### config.mk
export PLATFORM = sky130hd
export DESIGN_NAME = vga_timing_gen
export DESIGN_NICKNAME = d
export VERILOG_FILES = /design/src/rtl/vga_timing_gen_pkg.sv /design/src/rtl/vga_timing_gen_mod_m_counter.sv /design/src/rtl/vga_timing_gen.sv
export SDC_FILE = /design/constraint.sdc
export NUM_CORES = 1
export LEC_CHECK = 0
export BUFFER_PORTS_ARGS = -buffer_cell sky130_fd_sc_hd__buf_2
export CAP_MARGIN = 10
export CORE_MARGIN = 2
export CORE_UTILIZATION = 50
export DETAILED_ROUTE_END_ITERATION = 10
export GPL_TIMING_DRIVEN = 0
export PLACE_DENSITY = 0.77
export SYNTH_ARGS = -nofsm -noshare
export SYNTH_HDL_FRONTEND = slang
export SYNTH_HIERARCHICAL = 1
export SYNTH_SLANG_ARGS = --single-unit
### constraint.sdc
create_clock -name clk -period 3.6 [get_ports clk]
set_input_delay 0.36 -clock clk [delete_from_list [all_inputs] [get_ports clk]]
set_output_delay 0.36 -clock clk [all_outputs]
set_load 0.01 [all_outputs]
### src/rtl/vga_timing_gen_pkg.sv
// ----------------------------------------------------------------------------
// vga_timing_gen_pkg
//   Shared constants and types for the 640x480@60 Hz VGA raster generator.
//   Holds the nominal horizontal/vertical timing, the sync polarity, the
//   12-bit colour type and the colour-bar lookup used by the optional test
//   pattern (VGA_TEST_PATTERN_EN).
// ----------------------------------------------------------------------------
package vga_timing_gen_pkg;

    // Horizontal timing, in pixels.
    localparam int H_DISPLAY = 640;
    localparam int H_FRONT   = 16;
    localparam int H_BACK    = 48;
    localparam int H_RETRACE = 96;
    localparam int H_TOTAL   = H_DISPLAY + H_FRONT + H_BACK + H_RETRACE;

    // Vertical timing, in lines.
    localparam int V_DISPLAY = 480;
    localparam int V_FRONT   = 10;
    localparam int V_BACK    = 33;
    localparam int V_RETRACE = 2;
    localparam int V_TOTAL   = V_DISPLAY + V_FRONT + V_BACK + V_RETRACE;

    // Scan coordinates are 10 bits; both totals stay below 1024.
    localparam int COORD_W = 10;

    // Both syncs are active low for this mode.
    localparam logic SYNC_ACTIVE = 1'b0;

    typedef logic [11:0] rgb_t;
    localparam rgb_t RGB_BLACK = 12'h000;

    // Colour of each of the eight vertical test bars, left to right.
    function automatic rgb_t bar_colour(input logic [2:0] idx);
        rgb_t c;
        case (idx)
            3'd0:    c = 12'hf00;
            3'd1:    c = 12'h0f0;
            3'd2:    c = 12'h00f;
            3'd3:    c = 12'hff0;
            3'd4:    c = 12'h0ff;
            3'd5:    c = 12'hf0f;
            3'd6:    c = 12'hfff;
            default: c = 12'h000;
        endcase
        return c;
    endfunction

endpackage

### src/rtl/vga_timing_gen_mod_m_counter.sv
// ----------------------------------------------------------------------------
// mod_m_counter
//   Free-running modulo-M counter with a count enable. Used for the pixel
//   divider and for the horizontal and vertical scan counters.
//
//   Ports
//     clk          system clock
//     reset        synchronous, active-high reset (count returns to 0)
//     en_i         advance the count on this clock
//     count_o      current count, 0..M-1
//     count_next_o value the count takes on the next clock (excluding reset)
//     max_tick_o   high while count_o == M-1 (independent of en_i)
//
//   M must be >= 2.
// ----------------------------------------------------------------------------
module mod_m_counter
    import vga_timing_gen_pkg::*;
#(
    parameter int M = 4,
    parameter int W = $clog2(M)
) (
    input  logic         clk,
    input  logic         reset,
    input  logic         en_i,
    output logic [W-1:0] count_o,
    output logic [W-1:0] count_next_o,
    output logic         max_tick_o
);

    localparam logic [W-1:0] LAST = W'(M - 1);

    logic [W-1:0] count_q;
    logic [W-1:0] count_d;

    // NOTE: every signal assigned in always_comb gets a default first, so no
    // path through the block leaves it unassigned and no latch is inferred.
    always_comb begin
        count_d = count_q;
        if (en_i) begin
            count_d = (count_q == LAST) ? '0 : count_q + 1'b1;
        end
    end

    // NOTE: sequential state uses non-blocking assignments so every register
    // samples its inputs from before the edge, independent of block order.
    always_ff @(posedge clk) begin
        if (reset) begin
            count_q <= '0;
        end else begin
            count_q <= count_d;
        end
    end

    assign count_o      = count_q;
    assign count_next_o = count_d;
    assign max_tick_o   = (count_q == LAST);

endmodule

### src/rtl/vga_timing_gen.sv
// ----------------------------------------------------------------------------
// vga_timing_gen
//   640x480@60 Hz VGA raster generator. Divides the system clock down to the
//   pixel rate, scans pix_x/pix_y across the full raster, generates the
//   active-low syncs and registers the colour returned by the graphics layer
//   onto the pin outputs (blanked outside the visible area).
//
//   Ports
//     clk          system clock
//     reset        synchronous, active-high reset
//     pattern_sel  (VGA_TEST_PATTERN_EN only) show eight colour bars
//     rgb_in       colour for the current pix_x/pix_y from the graphics mux
//     p_tick       one-clk pulse per pixel period
//     pix_x        current column, 0..H_TOTAL-1
//     pix_y        current line, 0..V_TOTAL-1
//     video_on     high inside the visible H_DISPLAY x V_DISPLAY area
//     hsync        horizontal sync, active low
//     vsync        vertical sync, active low
//     frame_tick   one-clk pulse on the last pixel of each frame
//     rgb_out      registered colour to the pins
//
//   Build option: define VGA_TEST_PATTERN_EN to add the pattern_sel input
//   and the built-in colour-bar generator.
// ----------------------------------------------------------------------------
module vga_timing_gen
    import vga_timing_gen_pkg::*;
#(
    parameter int CLK_DIV   = 4,   // system clocks per pixel, >= 2
    parameter int H_DISPLAY = vga_timing_gen_pkg::H_DISPLAY,
    parameter int H_FRONT   = vga_timing_gen_pkg::H_FRONT,
    parameter int H_BACK    = vga_timing_gen_pkg::H_BACK,
    parameter int H_RETRACE = vga_timing_gen_pkg::H_RETRACE,
    parameter int V_DISPLAY = vga_timing_gen_pkg::V_DISPLAY,
    parameter int V_FRONT   = vga_timing_gen_pkg::V_FRONT,
    parameter int V_BACK    = vga_timing_gen_pkg::V_BACK,
    parameter int V_RETRACE = vga_timing_gen_pkg::V_RETRACE
) (
    input  logic               clk,
    input  logic               reset,
`ifdef VGA_TEST_PATTERN_EN
    input  logic               pattern_sel,
`endif
    input  rgb_t               rgb_in,
    output logic               p_tick,
    output logic [COORD_W-1:0] pix_x,
    output logic [COORD_W-1:0] pix_y,
    output logic               video_on,
    output logic               hsync,
    output logic               vsync,
    output logic               frame_tick,
    output rgb_t               rgb_out
);

    localparam int H_TOTAL = H_DISPLAY + H_FRONT + H_BACK + H_RETRACE;
    localparam int V_TOTAL = V_DISPLAY + V_FRONT + V_BACK + V_RETRACE;
    localparam int DIV_W   = $clog2(CLK_DIV);

    localparam logic [COORD_W-1:0] H_VIS    = COORD_W'(H_DISPLAY);
    localparam logic [COORD_W-1:0] V_VIS    = COORD_W'(V_DISPLAY);
    localparam logic [COORD_W-1:0] HS_FIRST = COORD_W'(H_DISPLAY + H_FRONT);
    localparam logic [COORD_W-1:0] HS_LAST  = COORD_W'(H_DISPLAY + H_FRONT + H_RETRACE - 1);
    localparam logic [COORD_W-1:0] VS_FIRST = COORD_W'(V_DISPLAY + V_FRONT);
    localparam logic [COORD_W-1:0] VS_LAST  = COORD_W'(V_DISPLAY + V_FRONT + V_RETRACE - 1);

    logic [DIV_W-1:0]   div_count;
    logic [DIV_W-1:0]   div_count_next;
    logic               tick;
    logic [COORD_W-1:0] h_count;
    logic [COORD_W-1:0] h_next;
    logic               h_end;
    logic [COORD_W-1:0] v_count;
    logic [COORD_W-1:0] v_next;
    logic               v_end;
    logic               visible;

    logic hsync_q;
    logic hsync_d;
    logic vsync_q;
    logic vsync_d;
    rgb_t rgb_q;
    rgb_t rgb_d;
    rgb_t pixel_rgb;

    // ------------------------------------------------------------------
    // Counter chain: pixel divider -> column -> line.
    // ------------------------------------------------------------------
    mod_m_counter #(.M(CLK_DIV), .W(DIV_W)) u_pix_div (
        .clk          (clk),
        .reset        (reset),
        .en_i         (1'b1),
        .count_o      (div_count),
        .count_next_o (div_count_next),
        .max_tick_o   (tick)
    );

    mod_m_counter #(.M(H_TOTAL), .W(COORD_W)) u_h_count (
        .clk          (clk),
        .reset        (reset),
        .en_i         (tick),
        .count_o      (h_count),
        .count_next_o (h_next),
        .max_tick_o   (h_end)
    );

    mod_m_counter #(.M(V_TOTAL), .W(COORD_W)) u_v_count (
        .clk          (clk),
        .reset        (reset),
        .en_i         (tick & h_end),
        .count_o      (v_count),
        .count_next_o (v_next),
        .max_tick_o   (v_end)
    );

    // Only the divider's wrap pulse is needed; its count values are not.
    logic unused_div;
    assign unused_div = ^{div_count, div_count_next};

    // ------------------------------------------------------------------
    // Colour source: graphics layer, or the built-in bars when enabled.
    // ------------------------------------------------------------------
`ifdef VGA_TEST_PATTERN_EN
    localparam logic [COORD_W-1:0] BAR_W = COORD_W'(H_DISPLAY / 8);

    logic [COORD_W-1:0] bar_idx;
    logic               unused_bar_hi;

    // Only visible columns matter, so bar_idx never exceeds 7 where used.
    assign bar_idx       = h_count / BAR_W;
    assign unused_bar_hi = ^bar_idx[COORD_W-1:3];
    assign pixel_rgb     = pattern_sel ? bar_colour(bar_idx[2:0]) : rgb_in;
`else
    assign pixel_rgb = rgb_in;
`endif

    // ------------------------------------------------------------------
    // Syncs and colour register.
    // ------------------------------------------------------------------
    assign visible = (h_count < H_VIS) && (v_count < V_VIS);

    always_comb begin
        // Decoding the next counts lets the registered syncs change on the
        // same edge as pix_x/pix_y, with no skew between them.
        hsync_d = ((h_next >= HS_FIRST) && (h_next <= HS_LAST)) ? SYNC_ACTIVE : ~SYNC_ACTIVE;
        vsync_d = ((v_next >= VS_FIRST) && (v_next <= VS_LAST)) ? SYNC_ACTIVE : ~SYNC_ACTIVE;

        // Latch the colour of the pixel that is ending; blank outside the
        // visible area whatever the graphics layer returns.
        rgb_d = rgb_q;
        if (tick) begin
            rgb_d = visible ? pixel_rgb : RGB_BLACK;
        end
    end

    always_ff @(posedge clk) begin
        if (reset) begin
            hsync_q <= ~SYNC_ACTIVE;
            vsync_q <= ~SYNC_ACTIVE;
            rgb_q   <= RGB_BLACK;
        end else begin
            hsync_q <= hsync_d;
            vsync_q <= vsync_d;
            rgb_q   <= rgb_d;
        end
    end

    assign p_tick     = tick;
    assign pix_x      = h_count;
    assign pix_y      = v_count;
    // Held low while reset is applied, even though the counts read (0,0).
    assign video_on   = visible & ~reset;
    assign hsync      = hsync_q;
    assign vsync      = vsync_q;
    assign frame_tick = tick & h_end & v_end;
    assign rgb_out    = rgb_q;

endmodule
==> impl_metrics.json, run 1 <==
{
  "status": "completed",
  "critical_path_arrival_ns": 3.07,
  "critical_path.top_delay_family": "simple AND/OR/NAND/NOR gates",
  "floorplan.initialDensity": 0.537,
  "grt_max_degree": 23,
  "worst-setup-path-type": "register to register",
  "crit_slowest_cell": "dfxtp_1",
  "drive_above_1_share": 0.372,
  "power_frac_comb": 0.063,
  "post_cts_resized": 0,
  "drtPass1Iterations": 4,
  "ios": 51,
  "die_area_um2": 4170,
  "drc_errors": 0,
  "setup_tns_ns": 0,
  "fin_nets": 267,
  "ant_nets": 0,
  "grtUsageTotal": 0.201,
  "finalHoldViolations": 0,
  "timing.reg2reg.setup_slack_ns": 0.75,
  "vias_per_cell": 5.18,
  "setup_viol_count_final": 0,
  "num_vias": 1532,
  "cts_made_buffers": 5,
  "grt_pass1_vias": 1458,
  "p_sw_mw": 0.156,
  "antenna_found_initial": 0,
  "post-cts-setup-buffers": 0,
  "critPathLaunchType": "register",
  "hpwlAfterDp_um": 2810,
  "row_count": 21,
  "yosysWarnings": 6,
  "drv_slew": 0,
  "seqPwrFrac": 0.558,
  "die_w_um": 64.5,
  "maxCapViolCount": 0,
  "syn_area_per_cell_um2": 9.65,
  "path_clk_slew_ns": 0.10,
  "clock-sinks": 36,
  "clock_skew_ns": 0.00390,
  "core-area_um2": 3420,
  "p_per_area_nw_per_um2": 326,
  "areaGrowthSynthToFinish_pct": 21.4,
  "fillers": 316,
  "critPathMaxFanout": 10,
  "syn-cell-area_um2": 1830,
  "period_minus_slack_ns": 2.85,
  "cpPeakStageDelay_ns": 0.36,
  "internal_power_mw": 0.570,
  "globalplace.congestion": 0.843,
  "hp-class": "input port to register",
  "h-tree-depth": 2,
  "crit_path_end_kind": "register",
  "ctsRootBufferMaster": "clkbuf_4",
  "cts_tree": "built",
  "grt.overflow.total": 0,
  "required_ns": 3.82,
  "synth_cells": 190,
  "fmax_mhz": 351,
  "cts_buffer_depth": 2,
  "fin_crit_sh": 0.791,
  "ir_worst_vdd_mv": 0.330,
  "cts_hold_buf": 0,
  "grt_pass1_wl_um": 6560,
  "leakagePower_nw": 0.998,
  "fin_area_um2": 2220,
  "wl_um": 3760,
  "pwr-share-clk": 0.379,
  "antenna_cells": 0,
  "numPortBuffers": 50,
  "cp_common_cell": "buf_2",
  "grt_setup_unrepaired": "no",
  "drt-initial-drc-count": 100,
  "placed_area_um2": 2150,
  "die_h_um": 64.5,
  "total_power_mw": 0.726,
  "switching_share": 0.214,
  "critical_path.cell_chain": "ha_1, buf_2, buf_2, and2_1, nand2_4, nor4_4, xnor2_1, nor2_1, nor4bb_1, nand4_1",
  "path_buf_inv": 2,
  "insertion_delay_ns": 0.34,
  "wl_per_cell_um": 12.7
}
## flip-flops by register name, indices dropped and copies added (netlist names)
signal / cells
u_h_count/count_o: 10
hsync: 1
rgb_out: 12
vsync: 1
u_pix_div/count_o: 2
u_v_count/count_o: 10
## worst paths after layout
kind	start	end	cells past startpoint
max	u_pix_div/count_o[0]$_SDFF_PP0_	vsync$_SDFF_PP1_	10
min	rgb_in[6]	rgb_out[6]$_SDFFE_PP0P_	2
max reg2reg	u_pix_div/count_o[0]$_SDFF_PP0_	vsync$_SDFF_PP1_	10
min reg2reg	rgb_out[11]$_SDFFE_PP0P_	rgb_out[11]$_SDFFE_PP0P_	1
## metal layers
metal	vias to the layer above	part of all wire	global-route usage	routed length, um
met2	46	0.44	0.314	1640
met1	688	0.49	0.266	1850
met5	-	0	0	0
met4	0	0.015	0.0798	57
li1	792	-	-	-
met3	6	0.055	0.0521	206
## placed cells by master, fill, tap and decap left out, drive strengths merged, types with 2 or more instances in the layout
master   n
a21oi    7
a31o    12
and3     2
buf     56
clkbuf   7
conb     3
dfxtp   36
ha       4
inv      6
nand2   11
nand2b   6
nand3   15
nand4    6
nor2    14
nor2b    9
nor3     6
nor3b   11
nor4     3
nor4b    2
nor4bb   3
o21ai    2
or2      2
xnor2    7
xor2     7
## layout make-up
type	count	area (um^2)	area share
buffer	7	46.3	0.0208
tap	46	57.6	0.0259
sequential	36	721	0.324
inverter	6	22.5	0.0101
clock buffer	6	41.3	0.0186
timing repair buffer	50	250	0.112
multi-input combinational	143	1050	0.472
clock inverter	2	35.0	0.0157
## metrics by stage
step                      cells  utilization  worst slack (ns)  hold WS (ns)
after CTS                   296        0.651             0.711         0.226
after detailed placement    288        0.629             0.749         0.469
final                       296        0.651             0.753         0.243
after floorplan             192            -              1.10         0.422
after global placement      288        0.629             0.760         0.447
after global routing        296        0.651             0.454         0.233
## power by group through the flow
stage	clock [mW]	combinational [mW]	sequential, mW
final	0.275	0.0454	0.405
after global routing	0.300	0.0500	0.406
after CTS	0.286	0.0457	0.406
after detailed placement	0	0.0456	0.415
after global placement	0	0.0453	0.414
after floorplan	0	0.0254	0.416
Power figures use the tool's default switching activity.
==> run 2: changes to the inputs <==
--- a/config.mk
+++ b/config.mk
@@ -8,10 +8,10 @@
 export BUFFER_PORTS_ARGS = -buffer_cell sky130_fd_sc_hd__buf_2
 export CAP_MARGIN = 10
 export CORE_MARGIN = 2
-export CORE_UTILIZATION = 50
+export CORE_UTILIZATION = 47
 export DETAILED_ROUTE_END_ITERATION = 10
 export GPL_TIMING_DRIVEN = 0
-export PLACE_DENSITY = 0.77
+export PLACE_DENSITY = 0.76
 export SYNTH_ARGS = -nofsm -noshare
 export SYNTH_HDL_FRONTEND = slang
 export SYNTH_HIERARCHICAL = 1
==> constraint.sdc (replaced) <==
create_clock -name clk -period 2.4 [get_ports clk]
set_input_delay 0.24 -clock clk [delete_from_list [all_inputs] [get_ports clk]]
set_output_delay 0.24 -clock clk [all_outputs]
set_load 0.01 [all_outputs]
==> run 2 against run 1 <==
Sequential share of layout area down 1.7 points; clock skew up 0.0049 ns; global-route usage down 1.4 points; highest routed layer unchanged.
==> impl_metrics.json, run 2 (same netlist as run 1, synthesis figures left out) <==
{
  "areaGrowthSynthToFinish_pct": 30.1,
  "drive_above_1_share": 0.429,
  "worst-setup-path-type": "register to register",
  "floorplan.initialDensity": 0.493,
  "layout_common_cells": "buf_2, dfxtp_1, nand3_1",
  "maxCapViolCount": 0,
  "antenna_cells": 0,
  "vias_per_cell": 5.30,
  "row_count": 22,
  "critical_path_arrival_ns": 2.52,
  "fin_nets": 276,
  "grt_max_degree": 23,
  "ctsRootBufferMaster": "clkbuf_8",
  "drc_errors": 0,
  "fillers": 316,
  "die_w_um": 66.5,
  "wl_um": 4120,
  "die_h_um": 66.5,
  "cts_buffer_depth": 2,
  "cp-endpoint": "vsync$_SDFF_PP1_",
  "drtPass1Iterations": 4,
  "critPathLaunchType": "register",
  "final_common_cell": "buf_2",
  "multi_input_area_um2": 1100,
  "core-area_um2": 3720,
  "clock_skew_ns": 0.00878,
  "num_vias": 1626,
  "cts_hold_buf": 0,
  "grt_pass1_wl_um": 6270,
  "regArea_um2": 732,
  "reg2reg_from": "u_h_count/count_o[1]$_SDFF_PP0_",
  "drt-initial-drc-count": 82,
  "cts_made_buffers": 5,
  "wl_per_cell_um": 13.4,
  "ir_worst_vdd_mv": 0.274,
  "finalHoldViolations": 0,
  "final_util": 0.642,
  "drv_slew": 0,
  "grt.overflow.total": 0,
  "cts_tree": "built",
  "timing.reg2reg.setup_slack_ns": 0.04,
  "largest_register_ffs": 12,
  "numPortBuffers": 50,
  "insertion_delay_ns": 0.29,
  "ant_nets": 0,
  "ios": 51,
  "post-place-ws_ns": -0.328,
  "die_area_um2": 4420,
  "rr_endpoint": "vsync$_SDFF_PP1_",
  "antenna_found_initial": 0,
  "crit_path_end_kind": "register",
  "globalplace.congestion": 0.819,
  "cp-startpoint": "u_h_count/count_o[1]$_SDFF_PP0_",
  "h-tree-depth": 2,
  "hpwlAfterDp_um": 2780,
  "status": "completed",
  "p_per_area_nw_per_um2": 473,
  "grt_setup_unrepaired": "yes",
  "clock-sinks": 36,
  "path_clk_slew_ns": 0.07,
  "critPathMaxFanout": 6,
  "hp-class": "input port to register",
  "period_minus_slack_ns": 2.36,
  "fin_ws_ns": 0.0402,
  "fmax_mhz": 424,
  "fin_crit_sh": 0.983,
  "grt_pass1_vias": 1390,
  "grtUsageTotal": 0.188,
  "leakagePower_nw": 1.03,
  "reg2regPathDepth": 11,
  "required_ns": 2.56,
  "setup_viol_count_final": 0
}
run 2: cell types whose count changed in the layout (fill, tap and decap cells not counted), sizes merged:
cell / delta
buf: +9
bufinv: -1
clkbuf: +1
clkinv: -1
clkinvlp: +1
run 2: critical path, stage by stage (launching register included):
cell	delay (ns)
dfxtp_4	0.38
ha_4	0.14
and4_4	0.24
nand3_4	0.09
inv_4	0.09
and2_4	0.20
nand2_8	0.07
nor4_4	0.35
xnor2_2	0.16
nor2_1	0.05
nor4bb_1	0.33
nand4_1	0.13
run 2: how the worst min path moves through the flow:
stage	cells after the start	to	slack, ns	startpoint
4_1_cts	2	rgb_out[7]$_SDFFE_PP0P_	0.18	rgb_in[7]
5_1_grt	2	rgb_out[8]$_SDFFE_PP0P_	0.17	rgb_in[8]
3_5_place_dp	1	rgb_out[11]$_SDFFE_PP0P_	0.46	rgb_out[11]$_SDFFE_PP0P_
3_3_place_gp	1	rgb_out[11]$_SDFFE_PP0P_	0.45	rgb_out[11]$_SDFFE_PP0P_
6_report	2	rgb_out[7]$_SDFFE_PP0P_	0.17	rgb_in[7]
2_1_floorplan	1	u_h_count/count_o[0]$_SDFF_PP0_	0.30	reset
run 2: stage by stage:
| stage | hold slack (ns) | std cells | setup TNS [ns] | cell area (um^2) | total power, mW |
|---|---|---|---|---|---|
| 6_report | 0.170 | 307 | 0 | 2380 | 1.13 |
| 5_1_grt | 0.173 | 307 | -0.0577 | 2380 | 1.17 |
| 4_1_cts | 0.177 | 297 | 0 | 2260 | 1.13 |
| 3_5_place_dp | 0.460 | 290 | -0.328 | 2150 | 0.690 |
| 3_3_place_gp | 0.445 | 290 | -0.309 | 2150 | 0.689 |
| 2_1_floorplan | 0.302 | 192 | 0 | 1840 | 0.662 |
run 2: metal layers:
metal / vias to the layer above / track usage / share of wire
met1: 752 / 0.246 / 0.46
met4: 0 / 0.0944 / 0.024
li1: 807 / - / -
met5: - / 0 / 0
met2: 57 / 0.284 / 0.46
met3: 10 / 0.0490 / 0.064
run 2: power breakdown:
part / total (mW) / internal (mW) / switching (mW)
logic: 0.0704 / 0.0346 / 0.0358
registers: 0.606 / 0.602 / 0.00425
clock network: 0.450 / 0.233 / 0.217
run 2: cell type report:
cell class | count | share of cell area
Tap cell | 48 | 0.0252
Timing Repair Buffer | 60 | 0.136
Buffer | 6 | 0.0199
Clock buffer | 7 | 0.0362
Multi-Input combinational cell | 143 | 0.462
Inverter | 6 | 0.0105
Sequential cell | 36 | 0.307
Clock inverter | 1 | 0.00315
run 2: repair_timing:
item | CTS | global route
setup endpoints to repair | 1 | 1
gates resized for setup | 6 | 11
pin swaps | 2 | 6
buffers inserted | 0 | 10
